$ cat config.mk
export PLATFORM = sky130hd
export DESIGN_NAME = ex_stage
export DESIGN_NICKNAME = d
export VERILOG_FILES = /design/src/rtl/ex_stage_pkg.sv /design/src/rtl/ex_stage_mul.sv /design/src/rtl/ex_stage.sv
export SDC_FILE = /design/constraint.sdc
export NUM_CORES = 1
export LEC_CHECK = 0
export BUFFER_PORTS_ARGS = -buffer_cell sky130_fd_sc_hd__clkbuf_2
export CELL_PAD_IN_SITES_DETAIL_PLACEMENT = 0
export CELL_PAD_IN_SITES_GLOBAL_PLACEMENT = 1
export CORE_AREA = 2 2 133 135
export DETAILED_ROUTE_END_ITERATION = 10
export DIE_AREA = 0 0 135 137
export PLACE_DENSITY = 0.95
export SLEW_MARGIN = 10
export SYNTH_ARGS = -nofsm -noshare
export SYNTH_HDL_FRONTEND = slang
export SYNTH_SLANG_ARGS = --single-unit
$ cat constraint.sdc
create_clock -name clk -period 12.1 [get_ports clk]
set_input_delay 2.42 -clock clk [delete_from_list [all_inputs] [get_ports clk]]
set_output_delay 2.42 -clock clk [all_outputs]
set_load 0.1 [all_outputs]
$ cat src/rtl/ex_stage_pkg.sv
// Shared constants, opcode encodings and the EX/MEM register layout for the execute stage.
package ex_stage_pkg;

    localparam int CPU_WIDTH  = 16;
    localparam int MUL_CYCLES = 16;

    localparam int HOLD_W  = 2;
    localparam int CLEAR_W = 2;

    // Only the PPL and MEM variants reach into EX; the PC/IF variants act upstream only.
    localparam logic [HOLD_W-1:0]  HOLD_NONE  = 2'b00;
    localparam logic [HOLD_W-1:0]  HOLD_PC    = 2'b01;
    localparam logic [HOLD_W-1:0]  HOLD_PPL   = 2'b10;
    localparam logic [HOLD_W-1:0]  HOLD_MEM   = 2'b11;
    localparam logic [CLEAR_W-1:0] CLEAR_NONE = 2'b00;
    localparam logic [CLEAR_W-1:0] CLEAR_IF   = 2'b01;
    localparam logic [CLEAR_W-1:0] CLEAR_PPL  = 2'b10;
    localparam logic [CLEAR_W-1:0] CLEAR_MEM  = 2'b11;

    typedef enum logic [2:0] {
        ALU_ADD = 3'b000, ALU_SUB = 3'b001, ALU_AND = 3'b010, ALU_OR  = 3'b011,
        ALU_XOR = 3'b100, ALU_SLL = 3'b101, ALU_SRL = 3'b110, ALU_MUL_SRA = 3'b111
    } alu_op_t;

    typedef enum logic [1:0] {
        CMP_NONE = 2'b00, CMP_EQ = 2'b01, CMP_LTS = 2'b10, CMP_LTU = 2'b11
    } cmp_op_t;

    typedef enum logic [1:0] {
        JMP_NONE = 2'b00, JMP_JUMP = 2'b01, JMP_BRANCH = 2'b10, JMP_NONE2 = 2'b11
    } jump_op_t;

    typedef enum logic [1:0] {
        MUL_IDLE = 2'b00, MUL_BUSY = 2'b01, MUL_DONE = 2'b10
    } mul_state_t;

    typedef struct packed {
        logic [2:0]           rd;
        logic [CPU_WIDTH-1:0] alu_res;
        logic [CPU_WIDTH-1:0] wdata;
        logic                 reg_we;
        logic                 rw_sel;
        logic                 mem_ctrl;
        logic                 mem_we;
    } ex_mem_t;

    function automatic logic is_hold(input logic [HOLD_W-1:0] f);
        return (f == HOLD_PPL) || (f == HOLD_MEM);
    endfunction

    function automatic logic is_clear(input logic [CLEAR_W-1:0] f);
        return (f == CLEAR_PPL) || (f == CLEAR_MEM);
    endfunction

endpackage

$ cat src/rtl/ex_stage_mul.sv
// Iterative shift-add multiplier (low W bits of the product) with IDLE/BUSY/DONE control.
module ex_mul
    import ex_stage_pkg::*;
#(
    parameter int W = CPU_WIDTH,
    parameter int N = MUL_CYCLES
) (
    input  logic         clk,
    input  logic         rst,
    input  logic         start,
    input  logic         abort,
    input  logic         freeze,
    input  logic [W-1:0] a,
    input  logic [W-1:0] b,
    output logic         busy,
    output logic         done,
    output logic [W-1:0] product
);

    localparam int CW = $clog2(N);

    mul_state_t    state_q, state_d;
    logic [CW-1:0] cnt_q, cnt_d;
    logic [W-1:0]  a_q, a_d, b_q, b_d, acc_q, acc_d;
    logic          launch;

    // rst gates the launch so the stall drops the instant reset is asserted.
    assign launch  = (state_q == MUL_IDLE) && start && !abort && !freeze && !rst;
    assign busy    = (state_q == MUL_BUSY) || launch;
    assign done    = (state_q == MUL_DONE);
    assign product = acc_q;

    always_comb begin
        state_d = state_q;
        cnt_d   = cnt_q;
        a_d     = a_q;
        b_d     = b_q;
        acc_d   = acc_q;
        if (abort) begin
            state_d = MUL_IDLE;
            cnt_d   = '0;
        end else if (!freeze) begin
            case (state_q)
                MUL_IDLE: begin
                    if (launch) begin
                        state_d = MUL_BUSY;
                        a_d     = a;
                        b_d     = b;
                        acc_d   = '0;
                        cnt_d   = '0;
                    end
                end
                MUL_BUSY: begin
                    if (b_q[0]) acc_d = acc_q + a_q;
                    a_d   = a_q << 1;
                    b_d   = b_q >> 1;
                    cnt_d = cnt_q + 1'b1;
                    if (cnt_q == CW'(N - 1)) state_d = MUL_DONE;
                end
                default: state_d = MUL_IDLE;
            endcase
        end
    end

    always_ff @(posedge clk or posedge rst) begin
        if (rst) begin
            state_q <= MUL_IDLE;
            cnt_q   <= '0;
            a_q     <= '0;
            b_q     <= '0;
            acc_q   <= '0;
        end else begin
            state_q <= state_d;
            cnt_q   <= cnt_d;
            a_q     <= a_d;
            b_q     <= b_d;
            acc_q   <= acc_d;
        end
    end

endmodule

$ cat src/rtl/ex_stage.sv
// Execute stage: ALU, compare, jump redirect, CSR write, EX/MEM register.
// Optional EX_MUL_EN: ALUop 111 becomes a multi-cycle MUL (ex_mul) instead of SRA.
module ex_stage
    import ex_stage_pkg::*;
(
    input  logic                 clk,
    input  logic                 rst,
    input  logic [HOLD_W-1:0]    hold_flag,
    input  logic [CLEAR_W-1:0]   clear_flag,
    input  logic [2:0]           EX_rd,
    input  logic [CPU_WIDTH-1:0] EX_RD,
    input  logic [CPU_WIDTH-1:0] EX_RS,
    input  logic [CPU_WIDTH-1:0] EX_IMM,
    input  logic [CPU_WIDTH-1:0] EX_inst_addr,
    input  logic                 EX_CSR_wr,
    input  logic [1:0]           EX_JUMPop,
    input  logic                 EX_IMMop,
    input  logic [2:0]           EX_ALUop,
    input  logic [1:0]           EX_CMPop,
    input  logic                 EX_RegWe,
    input  logic                 EX_RWSel,
    input  logic                 EX_mem_ctrl,
    input  logic                 EX_ABSel,
    input  logic                 EX_IMMSel,
    output logic                 jump_flag,
    output logic [CPU_WIDTH-1:0] jump_addr,
    output logic                 clear_req,
    output logic                 hold_req,
    output logic                 csr_we,
    output logic [3:0]           csr_waddr,
    output logic [CPU_WIDTH-1:0] csr_wdata,
    output logic [2:0]           MEM_rd,
    output logic [CPU_WIDTH-1:0] MEM_ALUres,
    output logic [CPU_WIDTH-1:0] MEM_wdata,
    output logic                 MEM_RegWe,
    output logic                 MEM_RWSel,
    output logic                 MEM_mem_ctrl,
    output logic                 MEM_mem_we
);

    localparam int W = CPU_WIDTH;

    logic         hold_act, clear_act, gate, jump_op, cmp_t;
    logic [W-1:0] imm_val, op_a, op_b, alu_res;
    ex_mem_t      ex_mem_q, ex_mem_d;

    assign hold_act  = is_hold(hold_flag);
    assign clear_act = is_clear(clear_flag);
    assign gate      = hold_act || clear_act;

    assign imm_val = EX_IMMop ? {EX_IMM[7:0], 8'h00} : EX_IMM;
    assign op_a    = EX_ABSel ? EX_inst_addr : EX_RD;
    assign op_b    = EX_IMMSel ? imm_val : EX_RS;

`ifdef EX_MUL_EN
    logic         mul_start, mul_busy, mul_done;
    logic [W-1:0] mul_product;

    // A decoded jump takes precedence; the MUL is simply never launched.
    assign mul_start = (EX_ALUop == ALU_MUL_SRA) && !jump_op;

    ex_mul #(.W(W), .N(MUL_CYCLES)) u_mul (
        .clk     (clk),
        .rst     (rst),
        .start   (mul_start),
        .abort   (clear_act),
        .freeze  (hold_act),
        .a       (op_a),
        .b       (op_b),
        .busy    (mul_busy),
        .done    (mul_done),
        .product (mul_product)
    );
    assign hold_req = mul_busy;
`else
    assign hold_req = 1'b0;
`endif

    always_comb begin
        alu_res = '0;
        case (EX_ALUop)
            ALU_ADD: alu_res = op_a + op_b;
            ALU_SUB: alu_res = op_a - op_b;
            ALU_AND: alu_res = op_a & op_b;
            ALU_OR:  alu_res = op_a | op_b;
            ALU_XOR: alu_res = op_a ^ op_b;
            ALU_SLL: alu_res = op_a << op_b[3:0];
            ALU_SRL: alu_res = op_a >> op_b[3:0];
`ifdef EX_MUL_EN
            ALU_MUL_SRA: alu_res = mul_done ? mul_product : '0;
`else
            ALU_MUL_SRA: alu_res = $unsigned($signed(op_a) >>> op_b[3:0]);
`endif
            default: alu_res = '0;
        endcase
    end

    // Branch compares the register operands, independent of the ALU operand muxes.
    always_comb begin
        cmp_t = 1'b0;
        case (EX_CMPop)
            CMP_EQ:  cmp_t = (EX_RD == EX_RS);
            CMP_LTS: cmp_t = ($signed(EX_RD) < $signed(EX_RS));
            CMP_LTU: cmp_t = (EX_RD < EX_RS);
            default: cmp_t = 1'b0;
        endcase
    end

    assign jump_op   = (EX_JUMPop == JMP_JUMP) || (EX_JUMPop == JMP_BRANCH);
    assign jump_flag = jump_op && ((EX_JUMPop == JMP_JUMP) || cmp_t) && !gate;
    assign jump_addr = gate ? '0 :
                       (EX_JUMPop == JMP_JUMP) ? alu_res : (EX_inst_addr + imm_val);
    assign clear_req = jump_flag;

    assign csr_we    = EX_CSR_wr && !hold_req && !gate;
    assign csr_waddr = gate ? 4'h0 : EX_IMM[3:0];
    assign csr_wdata = gate ? '0 : op_a;

    always_comb begin
        ex_mem_d = ex_mem_q;
        if (clear_act) begin
            ex_mem_d = '0;
        end else if (hold_act) begin
            ex_mem_d = ex_mem_q;
        end else if (hold_req) begin
            ex_mem_d = '0;
        end else begin
            ex_mem_d.rd       = EX_rd;
            ex_mem_d.alu_res  = alu_res;
            ex_mem_d.wdata    = EX_RS;
            ex_mem_d.reg_we   = EX_RegWe;
            ex_mem_d.rw_sel   = EX_RWSel;
            ex_mem_d.mem_ctrl = EX_mem_ctrl;
            ex_mem_d.mem_we   = EX_mem_ctrl && !EX_RegWe;
        end
    end

    always_ff @(posedge clk or posedge rst) begin
        if (rst) ex_mem_q <= '0;
        else     ex_mem_q <= ex_mem_d;
    end

    assign MEM_rd       = ex_mem_q.rd;
    assign MEM_ALUres   = ex_mem_q.alu_res;
    assign MEM_wdata    = ex_mem_q.wdata;
    assign MEM_RegWe    = ex_mem_q.reg_we;
    assign MEM_RWSel    = ex_mem_q.rw_sel;
    assign MEM_mem_ctrl = ex_mem_q.mem_ctrl;
    assign MEM_mem_we   = ex_mem_q.mem_we;

endmodule

Word-level counts from Yosys, hierarchy flattened

Cells that the tools add are included.

Add/subtract/negate cells: 3
Magnitude comparators: 2
Equal/unequal tests: 18
Shifts and indexed selects: 3
Muxes and demuxes: 11
Bitwise logic cells: 3
Reduce and logical (&&, ||, !) cells: 12

Operator list:

| kind                                                                     | count |
|---|---|
| 16-bit case mux with 8 select lines                                      | 1 |
| 16-bit two-way mux                                                       | 6 |
| 39-bit two-way mux                                                       | 2 |
| 16-bit adder                                                             | 2 |
| 16-bit < comparator                                                      | 2 |
| 16-bit AND                                                               | 1 |
| 16-bit equality test                                                     | 1 |
| 16-bit OR                                                                | 1 |
| 16-bit by 4-bit left shift with 16-bit output                            | 1 |
| 16-bit by 4-bit >> shifter with 16-bit output                            | 1 |
| 16-bit by 4-bit >>> shifter with 16-bit output                           | 1 |
| 16-bit subtractor                                                        | 1 |
| 16-bit XOR                                                               | 1 |
| 2-bit equality test (second input constant)                              | 7 |
| 3-bit equality test (second input constant)                              | 4 |
| 3-bit by 2-bit equality test with 1-bit output (second input constant)   | 2 |
| 1-bit logical OR                                                         | 5 |
| 2-bit by 1-bit equality test with 1-bit output (second input constant)   | 2 |
| 1-bit logical AND                                                        | 4 |
| 4-bit two-way mux                                                        | 1 |
| 3-bit by 1-bit equality test with 1-bit output (second input constant)   | 1 |
| 3-bit logical NOT                                                        | 1 |
| 1-bit case mux with 3 select lines                                       | 1 |
| 1-bit logical NOT                                                        | 2 |
| 2-bit by 1-bit inequality test with 1-bit output (second input constant) | 1 |

Bits in registers: 39
Output and inout bits: 79
Word-level logic and storage cells: 59

Logic depth before layout (Yosys ltp)

Gate-level depths: netlist of run 1.

Depth in word-level cells: 6
Mapped depth: 18
Gate-level depth less buffers: 16

Worst setup path after synthesis of run 1

Ideal clock, no wire load.

Kind: input to output
Start: in EX_ALUop[2]
End: out jump_addr[8]
Data arrival time: 7.064 ns
Required time: 9.680 ns
Path slack: 2.616 ns
Cell stages on the path: 13
Buffers on the path: 2
Path through: buf_2 or2_2 clkbuf_1 nor2_1 nor2_1 xnor2_1 fa_1 a21oi_1 o211ai_1 a31oi_1 xnor2_1 nor2_1 o32ai_1

Cells in the longest elaborated chain, start to end: 4
Elaborated cells between the ends (all ways): 11

RTL lines:

| item                                              | RTL line        | source |
|---|---|---|
| start, declared                                   | ex_stage.sv:18  | `input logic [2:0] EX_ALUop,` |
| 3-bit equality test, or another cell as far along | ex_stage.sv:81  | `case (EX_ALUop)` |
| 16-bit case mux with 8 select lines (*)           | ex_stage.sv:81  |  |
| 16-bit two-way mux (*)                            | ex_stage.sv:112 | `(EX_JUMPop == JMP_JUMP) ? alu_res : (EX_inst_addr + imm_val);` |
| 16-bit two-way mux (*)                            | ex_stage.sv:111 | `assign jump_addr = gate ? '0 :` |
| end, declared                                     | ex_stage.sv:26  | `output logic [CPU_WIDTH-1:0] jump_addr,` |

Every way passes the cells marked *; elsewhere a longest branch is shown, timed or not.

Final worst setup path of run 1

Start: in EX_IMMSel
End: out jump_addr[13]

Cells in the longest elaborated chain, start to end: 5
Elaborated cells between the ends (all ways): 12

RTL lines:

| item                                            | RTL line        | source |
|---|---|---|
| start, declared                                 | ex_stage.sv:24  | `input logic EX_IMMSel,` |
| 16-bit two-way mux (*)                          | ex_stage.sv:53  | `assign op_b = EX_IMMSel ? imm_val : EX_RS;` |
| 16-bit subtractor, or another cell as far along | ex_stage.sv:83  | `ALU_SUB: alu_res = op_a - op_b;` |
| 16-bit case mux with 8 select lines (*)         | ex_stage.sv:81  |  |
| 16-bit two-way mux (*)                          | ex_stage.sv:112 |  |
| 16-bit two-way mux (*)                          | ex_stage.sv:111 |  |

Marked as above.

==> results.sh, run 1 <==
export IMPL_status="completed"
export IMPL_tightest_slew_ps=981
export IMPL_async_reset_ff_share_pct=100
export IMPL_slowest_delay_ps=560
export IMPL_die_h_um=137
export IMPL_ios=166
export IMPL_dr_pass1_iters=6
export IMPL_routed_wl_um=30100
export IMPL_cts_tree="done"
export IMPL_final_common_cell="clkbuf_2"
export IMPL_portBuffers=162
export IMPL_cts_resized=0
export IMPL_grt_met3_usage_pct=6.48
export IMPL_gp_congestion=1.05
export IMPL_cts_sinks=39
export IMPL_p_leak_nw=4.10
export IMPL_grtUsageTotal_pct=32.5
export IMPL_hp_class="flip-flop to flip-flop"
export IMPL_core_um2=17100
export IMPL_hold_buffers=0
export IMPL_clock_path_buffers=2
export IMPL_grt_met2_usage_pct=52.7
export IMPL_cp_top_family="buffers and inverters"
export IMPL_critPathKind="input port to output port"
export IMPL_grt_pass1_vias=7960
export IMPL_syn_nets=1173
export IMPL_synth_seq_cells=39
export IMPL_dieArea_um2=18500
export IMPL_critical_path_slowest_cell="nor2_4"
export IMPL_cts_root_buffer="clkbuf_16"
export IMPL_worstSetupStartpointType="input port"
export IMPL_insertedDiodeCount=0
export IMPL_crit_chain="clkbuf_2 > and2b_1 > nor2_4 > inv_2 > xnor2_1 > ha_1 > nor2b_1 > o31ai_1 > a21oi_1 > o41a_1 > a21oi_1 > xor2_1 > a32oi_1 > mux2i_1 > nor2_1 > clkbuf_2"
export IMPL_vias=8323
export IMPL_nNetsFinal=1290
export IMPL_cellPowerDensity_nw_per_um2=104
export IMPL_vias_per_cell=6.17
export IMPL_cap_violations=0
export IMPL_busiest_layer="met2"
export IMPL_drtIter0Drc=839
export IMPL_setup_viol=0
export IMPL_period_share_pct=81.1
export IMPL_whs_ps=516
export IMPL_hpwlAfterDp_um=23900
export IMPL_syn_inst=1005
export IMPL_cp_end_kind="output port"
export IMPL_critPathMaxFanout=33
export IMPL_clock_fmax_mhz=102
export IMPL_ys_flop_type="dfrtp_1"
export IMPL_crit_buf_inv=3
export IMPL_slew_violations=0
export IMPL_seq_area_frac_synth_pct=13.2
export IMPL_met1_usage_pct=41.7
export IMPL_path_clk_slew_ps=60
export IMPL_initial_core_util_pct=43.5
export IMPL_post_cts_repair_setup_buffers=0
export IMPL_worstSkewPairLatency_ps=290
export IMPL_worstPathRequired_ps=9680
export IMPL_max_vdd_ir_drop_mv=0.0986
export IMPL_die_width_um=135
export IMPL_rows=48
export IMPL_most_common_layout_cells="clkbuf_2, nor2_1, a21oi_1, ha_1, nand2_1"
export IMPL_fin_skew_ps=0
export IMPL_ys_types=81
export IMPL_grt_pass1_wl_um=45900
export IMPL_wire_per_inst_um=22.3
export IMPL_antenna_found_initial=0
export IMPL_cts_inserted_buffers=5
export IMPL_hold_viol=0
export IMPL_grt_overflow=0
export IMPL_synth_edf_count=0
export IMPL_cp_arrival_ps=7390
export IMPL_ant_nets=0
export IMPL_fin_setup_tns_ps=0
export IMPL_netlist_area_um2=7420
export IMPL_route_detailed_drc=0
export IMPL_area_delta_synth_final_pct=13.7
export IMPL_yosysWarnings=0
export IMPL_rsz0062_at_grt="false"
export IMPL_avgSynthCellArea_um2=7.38
export IMPL_grt_max_degree=45
export IMPL_slew_headroom_pct=33.9
export IMPL_drive_gt1_share_pct=20.5
export IMPL_htreeDepth=2
export IMPL_p_total_w=0.000877
export IMPL_fin_crit_ps=9810
[layer usage]
| layer | part of all wire, % | vias up |
|---|---|---|
| li1 | - | 3863 |
| met4 | 5.0 | 0 |
| met1 | 40 | 3904 |
| met2 | 45 | 476 |
| met3 | 10 | 80 |
| met5 | 0 | - |
[final cells by class]
class                   count  area, um^2
inverters                  66         248
clock buffers               6         129
fillers                  1758        8620
multi-input cells         838        5860
clock inverters             2        60.1
flip-flops and latches     39         976
well taps                 225         282
repair buffers            172         886
[final timing paths]
path	from	end	slack, ps	cells past startpoint
max in group asynchronous	rst	MEM_wdata[4]$_DFFE_PP0P_	9500	3
min reg2reg	MEM_mem_we$_DFFE_PP0P_	MEM_mem_we$_DFFE_PP0P_	520	2
max reg2reg	MEM_mem_ctrl$_DFFE_PP0P_	MEM_mem_ctrl$_DFFE_PP0P_	11360	2
min in group asynchronous	rst	MEM_RWSel$_DFFE_PP0P_	2230	3
max	EX_IMMSel	jump_addr[13]	2290	16
min	MEM_mem_we$_DFFE_PP0P_	MEM_mem_we$_DFFE_PP0P_	520	2
[worst reg2reg max path, cell delays in order, from the launching register on]
cell and delay (ps):
dfrtp_1 390, mux2i_1 170, nor2_1 60
[flip-flops by register name, summed over array words and instances, names as in the netlist]
| signal | flops |
|---|---|
| MEM_ALUres | 16 |
| MEM_RegWe | 1 |
| MEM_rd | 3 |
| MEM_mem_ctrl | 1 |
| MEM_mem_we | 1 |
| MEM_wdata | 16 |
| MEM_RWSel | 1 |
[where the power goes]
| part | internal, W | total [W] | switching, W |
|---|---|---|---|
| combinational | 0.000158 | 0.000558 | 0.000400 |
| clock | 0.000118 | 0.000173 | 0.0000548 |
| sequential | 0.000140 | 0.000145 | 0.00000539 |
| total | 0.000417 | 0.000877 | 0.000460 |
[cell usage after synthesis (all sizes together) (15+ instances only)]
library cell  number  area (um^2)
nand2             67          251
buf               36          241
a21oi             97          493
ha                79          988
a211oi            22          180
dfrtp             39          976
nor2b             15         93.8
clkbuf            26         97.6
nor3              31          185
xnor2             29          254
nor2             133          523
nand3             26          130
inv               65          244
o211ai            15          113
mux2i             68          812
o21ai             70          350
[per-stage QoR]
step	instances	util, %	instance area [um^2]	setup slack (ps)
floorplan	1005	-	7420	2620
global placement	1340	48.3	8250	2380
detailed placement	1340	48.3	8250	2370
CTS	1348	49.5	8440	2370
global route	1348	49.5	8440	1980
finish	1348	49.5	8440	2290
[logic make-up (layout without fill, tap and decap cells)]
| family | after synthesis | in the layout | share of synthesized area, % |
|---|---|---|---|
| adders and majority gates | 81 | 81 | 13.9 |
| and+or+nand+nor | 336 | 336 | 22.0 |
| DFF | 39 | 39 | 13.2 |
| other | 1 | 1 | 0.0506 |
| muxes | 73 | 73 | 11.9 |
| xor gates and xnor gates | 40 | 40 | 4.72 |
| buffers and inverters | 128 | 246 | 7.91 |
| AOI/OAI and AO/OA | 307 | 307 | 26.4 |
(Power assumes the default switching activity.)
==> run 2: changes to the inputs <==
- ABC_AREA: not set -> 1
- CORE_AREA: 2 2 133 135 -> 2 2 141 143
- DIE_AREA: 0 0 135 137 -> 0 0 143 145
- PLACE_DENSITY: 0.95 -> 0.92
- clock period: 12.1 -> 9.4 ns (I/O delays scaled with it)
==> run 2 against run 1 <==
Worst setup slack got worse by 880 ps. Hold slack got worse by 31 ps. Critical path depth increased by 2. Die area increased by 12%. Largest power group unchanged. Highest routed layer unchanged. Global-route usage decreased by 6.1 points. Clock-buffer cell count decreased by 1. Combinational power increased by 22%. Area after synthesis decreased by 3.1%. Final area decreased by 1.6%.
==> results.sh, run 2 <==
export IMPL_avgSynthCellArea_um2=5.81
export IMPL_fin_setup_tns_ps=0
export IMPL_routed_wl_um=28200
export IMPL_die_h_um=145
export IMPL_critPathKind="input port to output port"
export IMPL_most_common_layout_cells="nand2_1, clkbuf_2, inv_1, nand3_1"
export IMPL_crit_start="EX_IMMop"
export IMPL_insertedDiodeCount=0
export IMPL_whs_ps=485
export IMPL_yosys_top_cells_area="nand2_1, ha_1, dfrtp_1"
export IMPL_vias=8755
export IMPL_drtIter0Drc=899
export IMPL_syn_inst=1237
export IMPL_synthXorXnorAreaFrac_pct=3.29
export IMPL_grt_pass1_wl_um=42900
export IMPL_setup_viol=0
export IMPL_hpwlAfterDp_um=23300
export IMPL_hp_class="flip-flop to flip-flop"
export IMPL_syn_nets=1405
export IMPL_slew_headroom_pct=38.2
export IMPL_ys_flop_type="dfrtp_1"
export IMPL_clock_fmax_mhz=125
export IMPL_worstSkewPairLatency_ps=280
export IMPL_grt_overflow=0
export IMPL_fin_crit_ps=7980
export IMPL_cts_sinks=39
export IMPL_cap_violations=0
export IMPL_ant_nets=0
export IMPL_reg2reg_from="MEM_RegWe$_DFFE_PP0P_"
export IMPL_synthMuxAreaShare_pct=0
export IMPL_synth_edf_count=0
export IMPL_slew_violations=0
export IMPL_final_common_cell="nand2_1"
export IMPL_core_um2=19200
export IMPL_seq_area_frac_synth_pct=13.6
export IMPL_wire_per_inst_um=17.3
export IMPL_synthAdderAreaFrac_pct=14.3
export IMPL_cp_end_kind="output port"
export IMPL_pre_cts_ws_ps=1670
export IMPL_netlist_area_um2=7190
export IMPL_synth_compound_area_share_pct=18.4
export IMPL_cellPowerDensity_nw_per_um2=128
export IMPL_antenna_found_initial=0
export IMPL_dieArea_um2=20700
export IMPL_ys_types=47
export IMPL_synth_most_common_cell="nand2_1"
export IMPL_dr_pass1_iters=5
export IMPL_max_vdd_ir_drop_mv=0.0705
export IMPL_cp_arrival_ps=6100
export IMPL_worstPathRequired_ps=7520
export IMPL_rsz0062_at_grt="false"
export IMPL_portBuffers=162
export IMPL_crit_end="jump_addr[14]"
export IMPL_rr_endpoint="MEM_RegWe$_DFFE_PP0P_"
export IMPL_p_leak_nw=4.76
export IMPL_async_reset_ff_share_pct=100
export IMPL_nNetsFinal=1535
export IMPL_grt_max_degree=44
export IMPL_grtUsageTotal_pct=26.4
export IMPL_hold_buffers=0
export IMPL_period_share_pct=84.9
export IMPL_yosysTopAreaCell="nand2_1"
export IMPL_critPathMaxFanout=21
export IMPL_status="completed"
export IMPL_route_detailed_drc=0
export IMPL_rows=51
export IMPL_fin_skew_ps=0
export IMPL_cts_root_buffer="clkbuf_16"
export IMPL_fin_ws_ps=1420
export IMPL_post_cts_repair_setup_buffers=0
export IMPL_synth_top_family_by_area="simple AND/OR/NAND/NOR gates"
export IMPL_clock_path_buffers=2
export IMPL_area_delta_synth_final_pct=15.4
export IMPL_r2r_cells=1
export IMPL_cts_tree="done"
export IMPL_synthSimpleGateAreaFrac_pct=39.1
export IMPL_hold_viol=0
export IMPL_drive_gt1_share_pct=16.7
export IMPL_yosysWarnings=0
export IMPL_worstSetupStartpointType="input port"
export IMPL_path_clk_slew_ps=60
export IMPL_die_width_um=143
export IMPL_initial_core_util_pct=37.4
export IMPL_synthTopCellsByCount="nand2_1, inv_1, nand3_1"
export IMPL_r2r_setup_slack_ps=8710
export IMPL_gp_congestion=1.01
export IMPL_htreeDepth=2
export IMPL_tightest_slew_ps=921
export IMPL_synth_seq_cells=39
export IMPL_cts_inserted_buffers=5
export IMPL_ios=166
export IMPL_vias_per_cell=5.36
export IMPL_grt_pass1_vias=7687
export IMPL_cts_resized=0
export IMPL_synth_top_area_share_pct=21.9
run 2: where the power goes:
part | leakage (nW) | internal (W) | switching [W]
combinational | 4.16 | 0.000172 | 0.000510
sequential | 0.520 | 0.000180 | 0.00000711
clock | 0.0838 | 0.000125 | 0.0000659
total | 4.76 | 0.000477 | 0.000583
run 2: worst min path at each step:
stage	from	endpoint	slack (ps)	cells past startpoint
after global placement	MEM_ALUres[12]$_DFFE_PP0P_	MEM_ALUres[12]$_DFFE_PP0P_	460	2
after detailed placement	MEM_mem_we$_DFFE_PP0P_	MEM_mem_we$_DFFE_PP0P_	470	2
after floorplan	MEM_ALUres[11]$_DFFE_PP0P_	MEM_ALUres[11]$_DFFE_PP0P_	980	2
final	MEM_wdata[2]$_DFFE_PP0P_	MEM_wdata[2]$_DFFE_PP0P_	480	2
after global routing	MEM_wdata[14]$_DFFE_PP0P_	MEM_wdata[14]$_DFFE_PP0P_	510	2
after CTS	MEM_mem_we$_DFFE_PP0P_	MEM_mem_we$_DFFE_PP0P_	490	2
run 2: cell type report:
cell class,instances,area [um^2]
clock buffers,5,125
clock inverters,3,43.8
fillers,2144,10900
inverters,144,541
multi-input cells,1005,5400
flip-flops and latches,39,976
well taps,265,332
repair buffers,172,886
run 2: kinds of logic (layout without fill, tap and decap cells):
logic type,after synthesis,in the layout
and+or+nand+nor,666,666
AOI/OAI and AO/OA,230,230
buffers and inverters,193,324
adders and majority gates,81,81
DFF,39,39
xor gates and xnor gates,27,27
other,1,1
run 2: per-layer routing:
layer / up-vias / global-route usage, % / part of all wire (%)
met5: - / 0 / 0
met4: 0 / 8.27 / 3.1
met3: 60 / 3.43 / 8.5
met2: 438 / 39.4 / 43
met1: 3956 / 39.2 / 46
li1: 4301 / - / -
run 2: stage by stage:
stage          total power (W)  instance area (um^2)  instances  utilization [%]
2_1_floorplan         0.000697                  7190       1237                -
3_3_place_gp          0.000856                  8130       1625             42.3
3_5_place_dp          0.000859                  8130       1625             42.3
4_1_cts                0.00105                  8300       1633             43.2
5_1_grt                0.00113                  8300       1633             43.2
6_report               0.00106                  8300       1633             43.2
run 2: worst max-delay path, stage by stage:
cell	delay, ps
clkbuf_2	240
nor2_1	500
nand2_1	120
nand2_1	630
ha_1	300
inv_1	90
fa_1	490
nand2_1	120
nand3_1	60
o21ai_0	230
o21ai_0	270
nand3_1	130
nand2_1	70
xnor2_1	120
nand2_1	60
nand2_1	140
a21oi_1	170
clkbuf_2	480
==> run 3: changes to the inputs <==
- clock period: 9.4 -> 8.1 ns (I/O delays scaled with it)
==> run 3 against run 2 <==
Via count is 0.23% higher. Highest routed layer unchanged. Routed wire length increased by 1.2%. Utilization is 0.052 points higher. Largest power group unchanged.
==> results.sh, run 3 (same netlist as run 2, synthesis figures left out) <==
export IMPL_drive_gt1_share_pct=16.8
export IMPL_hold_viol=0
export IMPL_antenna_found_initial=0
export IMPL_critPathMaxFanout=20
export IMPL_cts_resized=0
export IMPL_final_util_pct=43.3
export IMPL_hold_buffers=0
export IMPL_ant_nets=0
export IMPL_route_detailed_drc=0
export IMPL_die_h_um=145
export IMPL_grt_max_degree=43
export IMPL_clock_path_buffers=2
export IMPL_grt_pass1_wl_um=42500
export IMPL_worstPathRequired_ps=6480
export IMPL_area_delta_synth_final_pct=15.6
export IMPL_crit_start="EX_IMMop"
export IMPL_worstSetupStartpointType="input port"
export IMPL_cap_violations=0
export IMPL_min_from="MEM_wdata[8]$_DFFE_PP0P_"
export IMPL_gp_congestion=1.01
export IMPL_fin_setup_tns_ps=0
export IMPL_setup_viol=0
export IMPL_drtIter0Drc=1115
export IMPL_post_cts_repair_setup_buffers=0
export IMPL_most_common_layout_cells="nand2_1, clkbuf_2, inv_1, nand3_1"
export IMPL_dr_pass1_iters=7
export IMPL_status="completed"
export IMPL_die_width_um=143
export IMPL_tightest_slew_ps=877
export IMPL_fin_crit_ps=7230
export IMPL_rsz0062_at_grt="false"
export IMPL_final_common_cell="nand2_1"
export IMPL_portBuffers=162
export IMPL_rows=51
export IMPL_path_clk_slew_ps=60
export IMPL_vias_per_cell=5.37
export IMPL_cts_inserted_buffers=5
export IMPL_grt_pass1_vias=7548
export IMPL_period_share_pct=89.3
export IMPL_slew_violations=0
export IMPL_initial_core_util_pct=37.4
export IMPL_core_um2=19200
export IMPL_cp_arrival_ps=5610
export IMPL_grtUsageTotal_pct=26.2
export IMPL_routed_wl_um=28500
export IMPL_cts_root_buffer="clkbuf_16"
export IMPL_htreeDepth=2
export IMPL_max_vdd_ir_drop_mv=0.0987
export IMPL_cts_sinks=39
export IMPL_hp_class="flip-flop to flip-flop"
export IMPL_clock_fmax_mhz=138
export IMPL_p_leak_nw=4.77
export IMPL_ios=166
export IMPL_vias=8775
export IMPL_critPathKind="input port to output port"
export IMPL_nNetsFinal=1536
export IMPL_slew_headroom_pct=41.5
export IMPL_hpwlAfterDp_um=23500
export IMPL_cp_end_kind="output port"
export IMPL_cts_tree="done"
export IMPL_grt_overflow=0
export IMPL_fin_skew_ps=0
export IMPL_insertedDiodeCount=0
export IMPL_cellPowerDensity_nw_per_um2=148
export IMPL_reg2reg_from="MEM_rd[1]$_DFFE_PP0P_"
export IMPL_worstSkewPairLatency_ps=280
export IMPL_dieArea_um2=20700
export IMPL_wire_per_inst_um=17.5
run 3: changes by cell type in the layout (fill, tap and decap cells not counted), sizes merged:
cell | previous run | this run
clkbuf | 167 | 166
buf | 10 | 12
run 3: critical path, cell delays in order:
cell and delay [ps]:
clkbuf_2 310, inv_2 230, nand2_1 100, nand2_1 80, nand2_4 250, nand2_1 210, nor2_4 200, nand2_2 120
nor2_2 110, nor2_1 60, xor2_1 150, ha_1 370, a21oi_1 310, o21ai_0 190, inv_1 80, nand3_1 80
or2_2 280, nand3_1 100, nand3_1 170, nor2_1 150, nor2_1 50, clkbuf_2 370
run 3: path summary, 6_finish.rpt:
path | cells after the start | slack [ps] | to
max | 22 | 870 | jump_addr[9]
min | 2 | 490 | MEM_wdata[8]$_DFFE_PP0P_
max reg2reg | 1 | 7380 | MEM_rd[1]$_DFFE_PP0P_
min reg2reg | 2 | 490 | MEM_wdata[8]$_DFFE_PP0P_
max in group asynchronous | 3 | 6300 | MEM_ALUres[7]$_DFFE_PP0P_
min in group asynchronous | 3 | 1450 | MEM_wdata[7]$_DFFE_PP0P_
run 3: routing by layer:
layer,global-route usage (%),share of wire (%)
met1,38.3,46
met2,40.5,43
met3,3.93,8.8
met4,5.54,2.3
met5,0,0
run 3: per-stage QoR:
step | cells | cell area, um^2 | setup WS, ps | power, W | hold WS, ps
final | 1634 | 8310 | 868 | 0.00123 | 486
after floorplan | 1237 | 7190 | 1230 | 0.000809 | 984
after global routing | 1634 | 8310 | 608 | 0.00131 | 507
after global placement | 1626 | 8140 | 1010 | 0.000994 | 465
after CTS | 1634 | 8310 | 967 | 0.00122 | 488
after detailed placement | 1626 | 8140 | 970 | 0.000999 | 474
run 3: cell type report:
| type | count | area, um^2 |
|---|---|---|
| clock buffers | 5 | 125 |
| clock inverters | 3 | 43.8 |
| fillers | 2100 | 10900 |
| inverters | 144 | 541 |
| multi-input cells | 1005 | 5400 |
| flip-flops and latches | 39 | 976 |
| well taps | 265 | 332 |
| repair buffers | 173 | 896 |
run 3: power breakdown:
part / internal (W) / total (W) / switching [W]
sequential: 0.000209 / 0.000217 / 0.00000775
clock: 0.000145 / 0.000220 / 0.0000749
combinational: 0.000201 / 0.000797 / 0.000596
total: 0.000555 / 0.00123 / 0.000679
